===== config.mk =====
export PLATFORM = sky130hd
export DESIGN_NAME = fp_mult_flat
export DESIGN_NICKNAME = d
export VERILOG_FILES = /design/src/rtl/fp_mult_if.sv /design/src/rtl/fp_mult.sv /design/src/flat_wrapper.sv
export SDC_FILE = /design/constraint.sdc
export NUM_CORES = 2
export LEC_CHECK = 0
export ABC_AREA = 1
export BUFFER_PORTS_ARGS = -buffer_cell sky130_fd_sc_hd__buf_4
export CAP_MARGIN = 5
export CORE_UTILIZATION = 35
export DETAILED_ROUTE_END_ITERATION = 8
export PLACE_DENSITY = 0.6
export SYNTH_ARGS = -nofsm -noshare
export SYNTH_HDL_FRONTEND = slang
export SYNTH_SLANG_ARGS = --single-unit

===== constraint.sdc =====
create_clock -name clk -period 7.1 [get_ports clk]
set_clock_uncertainty 0.2 [all_clocks]
set_input_delay 1.065 -clock clk [delete_from_list [all_inputs] [get_ports clk]]
set_output_delay 1.065 -clock clk [all_outputs]
set_load 0.02 [all_outputs]

===== src/rtl/fp_mult_if.sv =====
// fp_mult_if -- operand/result bundle for the binary32 multiplier.
//
// Signals:
//   input_a, input_b : binary32 operands (driven by the requester)
//   en               : start request, level-sensitive
//   done             : result-valid flag (driven by the multiplier)
//   output_z         : binary32 product (driven by the multiplier)
//
// Modports:
//   master : requester side (drives operands and en, observes result)
//   slave  : multiplier side
interface fp_mult_if;
  logic [31:0] input_a;
  logic [31:0] input_b;
  logic        en;
  logic        done;
  logic [31:0] output_z;

  modport master (
    output input_a,
    output input_b,
    output en,
    input  done,
    input  output_z
  );

  modport slave (
    input  input_a,
    input  input_b,
    input  en,
    output done,
    output output_z
  );
endinterface


===== src/rtl/fp_mult.sv =====
// fp_mult -- multi-cycle IEEE-754 binary32 multiplier, round-to-nearest-even.
//
// Ports:
//   clk  : single clock, all state changes on its rising edge
//   rst  : asynchronous active-high reset; forces IDLE and clears done,
//          leaves output_z untouched
//   bus  : fp_mult_if.slave -- input_a/input_b/en in, done/output_z out
//
// Operation: en high in IDLE latches both operands. The FSM unpacks them,
// resolves NaN/Inf/zero operands directly, otherwise normalises denormal
// inputs, multiplies the 24-bit mantissas, renormalises (left for normal
// results, right for denormal results), rounds RNE and packs. The result
// then sits in DONE with done=1 until rst. Normal operands with a normal
// result take 11 edges from the en edge to done; the special path takes 3.
module fp_mult (
  input  logic       clk,
  input  logic       rst,
  fp_mult_if.slave   bus
);

  typedef enum logic [3:0] {
    IDLE, UNPACK, SPECIAL, NORM_A, NORM_B, MULT0, MULT1,
    NORM1, NORM2, ROUND, PACK, DONE
  } state_t;

  // Unbiased exponent limits; exponents carry 10 signed bits so that the
  // sum of two denormal-normalised exponents and overflow cases never wrap.
  localparam logic signed [9:0] E_MIN    = -10'sd126;
  localparam logic signed [9:0] E_MIN_M1 = -10'sd127;
  localparam logic signed [9:0] E_MIN_P1 = -10'sd125;
  localparam logic signed [9:0] E_MAX    =  10'sd127;

  localparam logic [31:0] QNAN = 32'h7FC0_0000;

  // Power-up values make the block usable before the first reset pulse.
  state_t      state = IDLE;
  state_t      state_nxt;
  logic        done_q = 1'b0;
  logic [31:0] z_q    = 32'h0000_0000;

  // Datapath registers (no reset: their contents are only meaningful once
  // the FSM has walked through the states that load them).
  logic [31:0]        a_q, b_q;
  logic signed [9:0]  a_e, b_e, z_e;
  logic [23:0]        a_m, b_m, z_m;
  logic [47:0]        prod;
  logic               z_s;
  logic               guard, rnd, sticky;

  // Operand classification, taken straight from the latched words.
  logic a_nan, b_nan, a_inf, b_inf, a_zero, b_zero, a_den, b_den;
  logic special_hit;
  logic res_sign;
  logic [31:0] special_z;
  logic [31:0] pack_z;
  logic [7:0]  pack_exp;

  function automatic logic signed [9:0] exp_unbias(input logic [7:0] field);
    if (field == 8'd0)
      return E_MIN;
    else
      return $signed({2'b00, field}) - 10'sd127;
  endfunction

  // RNE: round up when above the halfway point, or exactly halfway with an
  // odd lsb.
  function automatic logic round_up(input logic g, input logic r,
                                    input logic s, input logic lsb);
    return g & (r | s | lsb);
  endfunction

  always_comb begin
    a_nan  = (&a_q[30:23]) & (|a_q[22:0]);
    b_nan  = (&b_q[30:23]) & (|b_q[22:0]);
    a_inf  = (&a_q[30:23]) & ~(|a_q[22:0]);
    b_inf  = (&b_q[30:23]) & ~(|b_q[22:0]);
    a_zero = ~(|a_q[30:0]);
    b_zero = ~(|b_q[30:0]);
    a_den  = ~(|a_q[30:23]) & (|a_q[22:0]);
    b_den  = ~(|b_q[30:23]) & (|b_q[22:0]);
    res_sign = a_q[31] ^ b_q[31];

    // Two denormals multiply to below 2^-252, which always rounds to zero;
    // resolving it here bounds the worst-case latency.
    special_hit = a_nan | b_nan | a_inf | b_inf | a_zero | b_zero |
                  (a_den & b_den);

    if (a_nan | b_nan)
      special_z = QNAN;
    else if ((a_inf & b_zero) | (b_inf & a_zero))
      special_z = QNAN;
    else if (a_inf | b_inf)
      special_z = {res_sign, 8'hFF, 23'd0};
    else
      special_z = {res_sign, 31'd0};
  end

  always_comb begin
    pack_exp = 8'(z_e + 10'sd127);
    if (z_e > E_MAX)
      pack_z = {z_s, 8'hFF, 23'd0};
    else if ((z_e == E_MIN) && !z_m[23])
      pack_z = {z_s, 8'h00, z_m[22:0]};
    else
      pack_z = {z_s, pack_exp, z_m[22:0]};
  end

  // Next-state logic. The shift loops look one step ahead so that the
  // cycle performing the final shift also leaves the state; this keeps a
  // single-shift renormalisation inside the 11-edge normal latency.
  always_comb begin
    state_nxt = state;
    case (state)
      IDLE:    if (bus.en) state_nxt = UNPACK;
      UNPACK:  state_nxt = SPECIAL;
      SPECIAL: state_nxt = special_hit ? DONE : NORM_A;
      NORM_A:  if (a_m[23] || a_m[22]) state_nxt = NORM_B;
      NORM_B:  if (b_m[23] || b_m[22]) state_nxt = MULT0;
      MULT0:   state_nxt = MULT1;
      MULT1:   state_nxt = NORM1;
      NORM1: begin
        if (z_m[23] || z_m[22] || (z_e <= E_MIN_P1))
          state_nxt = NORM2;
      end
      NORM2: begin
        if ((z_e >= E_MIN_M1) || (~(|z_m) && !guard && !rnd))
          state_nxt = ROUND;
      end
      ROUND:   state_nxt = PACK;
      PACK:    state_nxt = DONE;
      DONE:    state_nxt = DONE;
      default: state_nxt = IDLE;
    endcase
  end

  always_ff @(posedge clk or posedge rst) begin
    if (rst) begin
      state  <= IDLE;
      done_q <= 1'b0;
    end else begin
      state  <= state_nxt;
      done_q <= (state_nxt == DONE);
    end
  end

  always_ff @(posedge clk) begin
    case (state)
      IDLE: begin
        if (bus.en) begin
          a_q <= bus.input_a;
          b_q <= bus.input_b;
        end
      end
      // --- unpack: sign, unbiased exponent, mantissa with hidden bit
      UNPACK: begin
        a_m <= {|a_q[30:23], a_q[22:0]};
        b_m <= {|b_q[30:23], b_q[22:0]};
        a_e <= exp_unbias(a_q[30:23]);
        b_e <= exp_unbias(b_q[30:23]);
        z_s <= a_q[31] ^ b_q[31];
      end
      // --- normalise denormal inputs until the hidden bit is set
      NORM_A: begin
        if (!a_m[23]) begin
          a_m <= {a_m[22:0], 1'b0};
          a_e <= a_e - 10'sd1;
        end
      end
      NORM_B: begin
        if (!b_m[23]) begin
          b_m <= {b_m[22:0], 1'b0};
          b_e <= b_e - 10'sd1;
        end
      end
      // --- multiply: product of two 1.x mantissas lies in [1,4); taking
      // the top 24 bits reads it as 0.1x, hence the +1 on the exponent
      MULT0: begin
        prod <= {24'd0, a_m} * {24'd0, b_m};
        z_e  <= a_e + b_e + 10'sd1;
      end
      MULT1: begin
        z_m    <= prod[47:24];
        guard  <= prod[23];
        rnd    <= prod[22];
        sticky <= |prod[21:0];
      end
      // --- renormalise left for normal results
      NORM1: begin
        if (!z_m[23] && (z_e > E_MIN)) begin
          z_m   <= {z_m[22:0], guard};
          guard <= rnd;
          rnd   <= 1'b0;
          z_e   <= z_e - 10'sd1;
        end
      end
      // --- shift right into the denormal range, folding lost bits into
      // sticky; once every kept bit is zero further shifts change nothing
      // but the exponent, so jump straight to the minimum
      NORM2: begin
        if (z_e < E_MIN) begin
          if (~(|z_m) && !guard && !rnd) begin
            z_e <= E_MIN;
          end else begin
            z_e    <= z_e + 10'sd1;
            z_m    <= {1'b0, z_m[23:1]};
            guard  <= z_m[0];
            rnd    <= guard;
            sticky <= sticky | rnd;
          end
        end
      end
      // --- round to nearest even; an all-ones mantissa carries into the
      // exponent
      ROUND: begin
        if (round_up(guard, rnd, sticky, z_m[0])) begin
          if (&z_m) begin
            z_m <= 24'h80_0000;
            z_e <= z_e + 10'sd1;
          end else begin
            z_m <= z_m + 24'd1;
          end
        end
      end
      default: ;
    endcase
  end

  // Result register: written only by the special path or PACK. Reset never
  // touches it, so a result stays visible across rst.
  always_ff @(posedge clk) begin
    if ((state == SPECIAL) && special_hit)
      z_q <= special_z;
    else if (state == PACK)
      z_q <= pack_z;
  end

  assign bus.done     = done_q;
  assign bus.output_z = z_q;

endmodule


===== src/flat_wrapper.sv =====
// flat-port wrapper written by rule: the top's interface ports become plain ports
module fp_mult_flat 
  (clk, rst, bus_input_a, bus_input_b, bus_en, bus_done, bus_output_z);
  fp_mult_if bus_i ();
  input  logic clk;
  input  logic rst;
  input wire logic [$bits(bus_i.input_a)-1:0] bus_input_a;
  input wire logic [$bits(bus_i.input_b)-1:0] bus_input_b;
  input wire logic [$bits(bus_i.en)-1:0] bus_en;
  output wire logic [$bits(bus_i.done)-1:0] bus_done;
  output wire logic [$bits(bus_i.output_z)-1:0] bus_output_z;
  assign bus_i.input_a = bus_input_a;
  assign bus_i.input_b = bus_input_b;
  assign bus_i.en = bus_en;
  assign bus_done = bus_i.done;
  assign bus_output_z = bus_i.output_z;
  fp_mult u_core (.clk(clk), .rst(rst), .bus(bus_i));
endmodule

* Word-level counts from Yosys, hierarchy flattened
Cells that the tools add are included. Widths: inputs -> output; s select.
Cells by class: $lt $le $gt $ge 5, add/subtract/negate cells 10, $mul 1, reductions and logical operators 42, muxes and demuxes 47, bitwise operators 28, eq/ne operators 20
Operators with widths (count):
- $mux 24 | 7
- $mux 32 | 4
- $pmux 24 s2 | 2
- $pmux 24 s4 | 1
- $mux 31 | 3
- $mux 10 | 9
- $reduce_or 31->1 | 2
- $mul 24x24->48 | 1
- $reduce_or 23->1 | 2
- $pmux 4 s11 | 1
- $pmux 10 s2 | 2
- $pmux 10 s4 | 1
- $sub 10x2->10 const B | 3
- $add 24x1->24 const B | 1
- $mux 4 | 6
- $reduce_and 24->1 | 1
- $reduce_or 24->1 | 1
- $reduce_or 22->1 | 1
- $add 10x2->10 const B | 2
- $eq 4x4->1 const B | 5
- $gt 10x8->1 const B | 2
- $sub 8x7->9 const B | 2
- $eq 4x3->1 const B | 4
- $logic_not 8->1 | 2
- 31 further kinds | 88
Storage, ports and cells: output and inout port bits 33, input port bits 67, bits in registers 255

* Depth between registers and ports, before layout
word-level depth 11, depth in mapped cells 30, gate-level depth less buffers 28

* Worst setup path before layout
OpenSTA, ideal clock, no wires.
path type register to register, start point reg u_core.a_m[21], end point reg u_core.prod[33], data pin, library setup time 0.252 ns, data required time 6.648 ns, arrival time 5.790 ns, path buffers 2, slack 0.857 ns, cell stages (with the launch flop) 26, period minus slack after synthesis 6.243 ns, path through edfxtp_1 -> clkbuf_1 -> clkbuf_1 -> nand2_1 -> fa_1 -> inv_1 -> fa_1 -> inv_1 -> fa_1 -> fa_1 -> inv_1 -> fa_1 -> fa_1 -> inv_1 -> fa_1 -> inv_1 -> ha_1 -> nand2_1 -> inv_1 -> a21oi_1 -> a21boi_0 -> nor2_1 -> nor2_1 -> nand2_1 -> nand2_1 -> nand2_1
Between the ends: cells in the longest elaborated chain, start to end 1
Ends and longest elaborated chain:
- start, declared | RTL line fp_mult.sv:45 | logic [23:0] a_m, b_m, z_m;
- start signal, assigned | RTL line fp_mult.sv:156 | a_m <= {|a_q[30:23], a_q[22:0]};
- start signal, assigned | RTL line fp_mult.sv:165 | a_m <= {a_m[22:0], 1'b0};
- $mul 24x24->48 | RTL line fp_mult.sv:178 | prod <= {24'd0, a_m} * {24'd0, b_m};
- end signal, assigned | RTL line fp_mult.sv:178
- end, declared | RTL line fp_mult.sv:46 | logic [47:0] prod;
Every way passes these cells. A chain may end at the register's enable or synchronous reset.

* Worst setup path in the final report
start point reg u_core.a_m[9], end point reg u_core.prod[41], data pin
Same word-level chain as after synthesis.

==> flow_metrics.py <==
metrics = {
    "logic_synthesis": {
        "synth-edff-count": 250,
        "yosysTopAreaCell": "fa_1",
        "synthDistinctLibCells": 51,
        "synthCells": 4145,
        "synth_fp_nets": 4890,
        "async_reset_ff_share_pct": 1.96,
        "synth_area_leaders": "fa_1 (29%), edfxtp_1 (23%), nand2_1 (13%), inv_1 (13%), ha_1 (7.4%)",
        "avgSynthCellArea_um2": 7.96,
        "seq_area_frac_synth_pct": 23.1,
        "synth_flop_cell": "edfxtp_1",
        "synth.cell_area_um2": 33000,
        "yosys_warnings": 0,
        "synth_top_area_share_pct": 29.3,
        "synth-seq-cells": 255,
    },
    "worst_setup_path": {
        "path_buf_inv": 5,
        "crit_required_ns": 7.26,
        "path_common_cell": "fa_1",
        "max_stage_delay_ns": 0.79,
        "critPathLaunchType": "flop",
        "end_kind": "flop",
        "cp_slowest_cell": "edfxtp_1",
        "crit_family": "adder cells",
        "crit_chain": "buf_4 > nand2_1 > fa_1 > inv_1 > fa_1 > fa_1 > fa_1 > fa_1 > fa_1 > inv_1 > fa_1 > inv_1 > ha_1 > nand2_1 > inv_1 > a21oi_1 > o21ai_0 > a21oi_1 > nand4_1 > nand2_1",
        "cp.arrival_ns": 7.05,
        "worstSetupPathType": "reg2reg",
        "cp_max_fo": 11,
    },
    "timing": {
        "min_period_ns": 6.88,
        "finalCritPeriodShare_pct": 97.0,
        "relSlewSlack_pct": 29.7,
        "fin_tns_setup_ns": 0,
        "rsz0062_at_grt": "false",
        "hold_viol_final": 0,
        "worst_slack_ns": 0.215,
        "setup_viol": 0,
        "worst_pin_slew_ns": 1.05,
        "clock.fmax_ghz": 0.145,
        "slew_viol_final": 0,
    },
    "floorplanning": {
        "die_y_um": 309,
        "start_util_pct": 35.4,
        "coreArea_um2": 93300,
        "die_area_um2": 95600,
        "die_w_um": 309,
        "ios": 100,
        "fp-row-count": 112,
    },
    "detailed_routing": {
        "vias": 26200,
        "drtIter0Drc": 2205,
        "drcViolationCount": 0,
        "routed_wl_um": 96300,
        "dr.pass1.iters": 8,
        "wl_per_cell_um": 17.5,
        "ant_nets": 0,
        "routed_via_density": 4.76,
    },
    "placement": {
        "dpl.hpwl_um": 79500,
        "portBuffers": 99,
        "gp_congestion": 0.946,
        "post-place-ws_ns": 0.0309,
    },
    "layout": {
        "insertedDiodeCount": 0,
        "final_net_count": 4976,
        "register_area_um2": 7630,
        "drive_gt1_share_pct": 7.22,
        "multi_input_area_um2": 20600,
        "n_fill_cell": 9647,
        "syn2layout_area_growth_pct": 11.8,
    },
    "cts": {
        "clock-sinks": 255,
        "cts_tree": "done",
        "cts_buffers": 28,
        "ctsHtreeMaxLevel": 1,
        "insertion_delay_ns": 0.60,
        "cts_root_buf": "clkbuf_16",
        "clock_path_buffers": 3,
        "clk_pin_slew_ns": 0.07,
    },
    "global_route": {
        "first_global_vias": 26400,
        "grt_max_degree": 50,
        "grt_remaining_overflow": 0,
        "grt_pass1_wl_um": 151000,
        "grt_usage_pct": 20.4,
        "antenna_found_initial": 0,
    },
    "outcome": {
        "status": "completed",
    },
    "flow_run": {
        "drv_cap": 0,
    },
    "hold_path": {
        "worstHoldPathType": "in2async",
    },
}
[stage by stage]
stage | cell area (um^2) | utilization [%] | std cells | hold slack, ns
final | 36900 | 39.5 | 5506 | 0.178
after global routing | 36900 | 39.5 | 5506 | 0.190
after CTS | 36600 | 39.2 | 5485 | 0.154
after detailed placement | 35600 | 38.1 | 5434 | 0.318
after global placement | 35600 | 38.1 | 5434 | 0.307
after floorplan | 33000 | - | 4145 | 0.294
[timing repair]
item,CTS,global route
gates resized for setup,0,1
endpoints found under the setup margin,0,7
hold endpoints to repair,0,0
buffers inserted,0,21
hold buffers,0,0
[layout by cell type (no fill, tap or decap), types with 18 or more instances in the layout]
cell	instances
nand2_1	1172
inv_1	1106
fa_1	483
edfxtp_1	250
nor2_1	237
buf_4	208
ha_1	195
nand3_1	127
o21ai_0	100
a21oi_1	63
xor2_1	52
nand4_1	36
clkbuf_16	28
nor3_1	27
buf_12	18
[area by class of cell]
class | instances | share of cell area, %
multi-input cells | 2607 | 55.7
flip-flops and latches | 255 | 20.7
inverters | 1113 | 11.3
repair buffers | 226 | 5.21
well taps | 1254 | 4.25
clock buffers | 31 | 1.93
clock inverters | 20 | 0.868
[registers in the layout, indices dropped and copies added (netlist names)]
register	count
u_core.prod	48
u_core.a_q	32
u_core.b_q	32
u_core.bus.output_z	32
u_core.a_m	24
u_core.b_m	24
u_core.z_m	24
u_core.a_e	10
u_core.b_e	10
u_core.z_e	10
u_core.state	4
u_core.bus.done	1
u_core.guard	1
u_core.rnd	1
u_core.sticky	1
u_core.z_s	1
[cells in the mapped netlist, types with 12 or more instances]
| master | instances |
|---|---|
| clkbuf_1 | 150 |
| nor2_1 | 240 |
| buf_2 | 12 |
| inv_1 | 1107 |
| ha_1 | 195 |
| fa_1 | 483 |
| edfxtp_1 | 250 |
| nand2_1 | 1174 |
| xnor2_1 | 15 |
| a21oi_1 | 63 |
| nand4_1 | 36 |
| o2111ai_1 | 15 |
| o21ai_0 | 101 |
| xor2_1 | 52 |
| nor3_1 | 28 |
| nand3_1 | 127 |
[worst register-to-register path, stage by stage, from the launching register on]
cell,delay [ns]
edfxtp_1,0.79
buf_4,0.30
nand2_1,0.09
fa_1,0.56
inv_1,0.06
fa_1,0.54
fa_1,0.44
fa_1,0.52
fa_1,0.43
fa_1,0.51
inv_1,0.05
fa_1,0.48
inv_1,0.04
ha_1,0.42
nand2_1,0.16
inv_1,0.07
a21oi_1,0.09
o21ai_0,0.49
a21oi_1,0.23
nand4_1,0.14
nand2_1,0.07
[per-layer routing]
layer  vias to the layer above  GRT usage (%)  part of all wire, %
li1                      12400              -                    -
met1                     12900           28.9                   45
met2                       826           33.4                   47
met3                       136           1.52                  5.9
met4                         0           5.94                  2.8
met5                         -              0                    0
[worst paths after layout]
| check | start | end | slack, ns | depth (start not counted) |
|---|---|---|---|---|
| min in group clk | u_core.z_s$_DFFE_PP_ | u_core.bus.output_z[31]$_DFFE_PP_ | 0.33 | 2 |
| worst max-delay path | u_core.a_m[9]$_DFFE_PP_ | u_core.prod[41]$_DFFE_PP_ | 0.22 | 20 |
| worst min register to register | u_core.z_s$_DFFE_PP_ | u_core.bus.output_z[31]$_DFFE_PP_ | 0.33 | 2 |
| worst max register to register | u_core.a_m[9]$_DFFE_PP_ | u_core.prod[41]$_DFFE_PP_ | 0.22 | 20 |
| max in group asynchronous | rst | u_core.state[1]$_DFF_PP0_ | 6.32 | 2 |
| worst min-delay path | rst | u_core.bus.done$_DFF_PP0_ | 0.18 | 2 |
[logic make-up after synthesis]
| logic type | count (synthesis) | synth area share, % |
|---|---|---|
| xor+xnor | 67 | 1.78 |
| buf+inv | 1283 | 14.7 |
| flops | 255 | 23.1 |
| simple gates | 1637 | 19.8 |
| compound gates | 225 | 3.90 |
| fa+ha+maj | 678 | 36.7 |
Power is left out: the tool's default activity adds up to more than one toggle a clock period on the data nets, which glitch-free logic cannot reach.
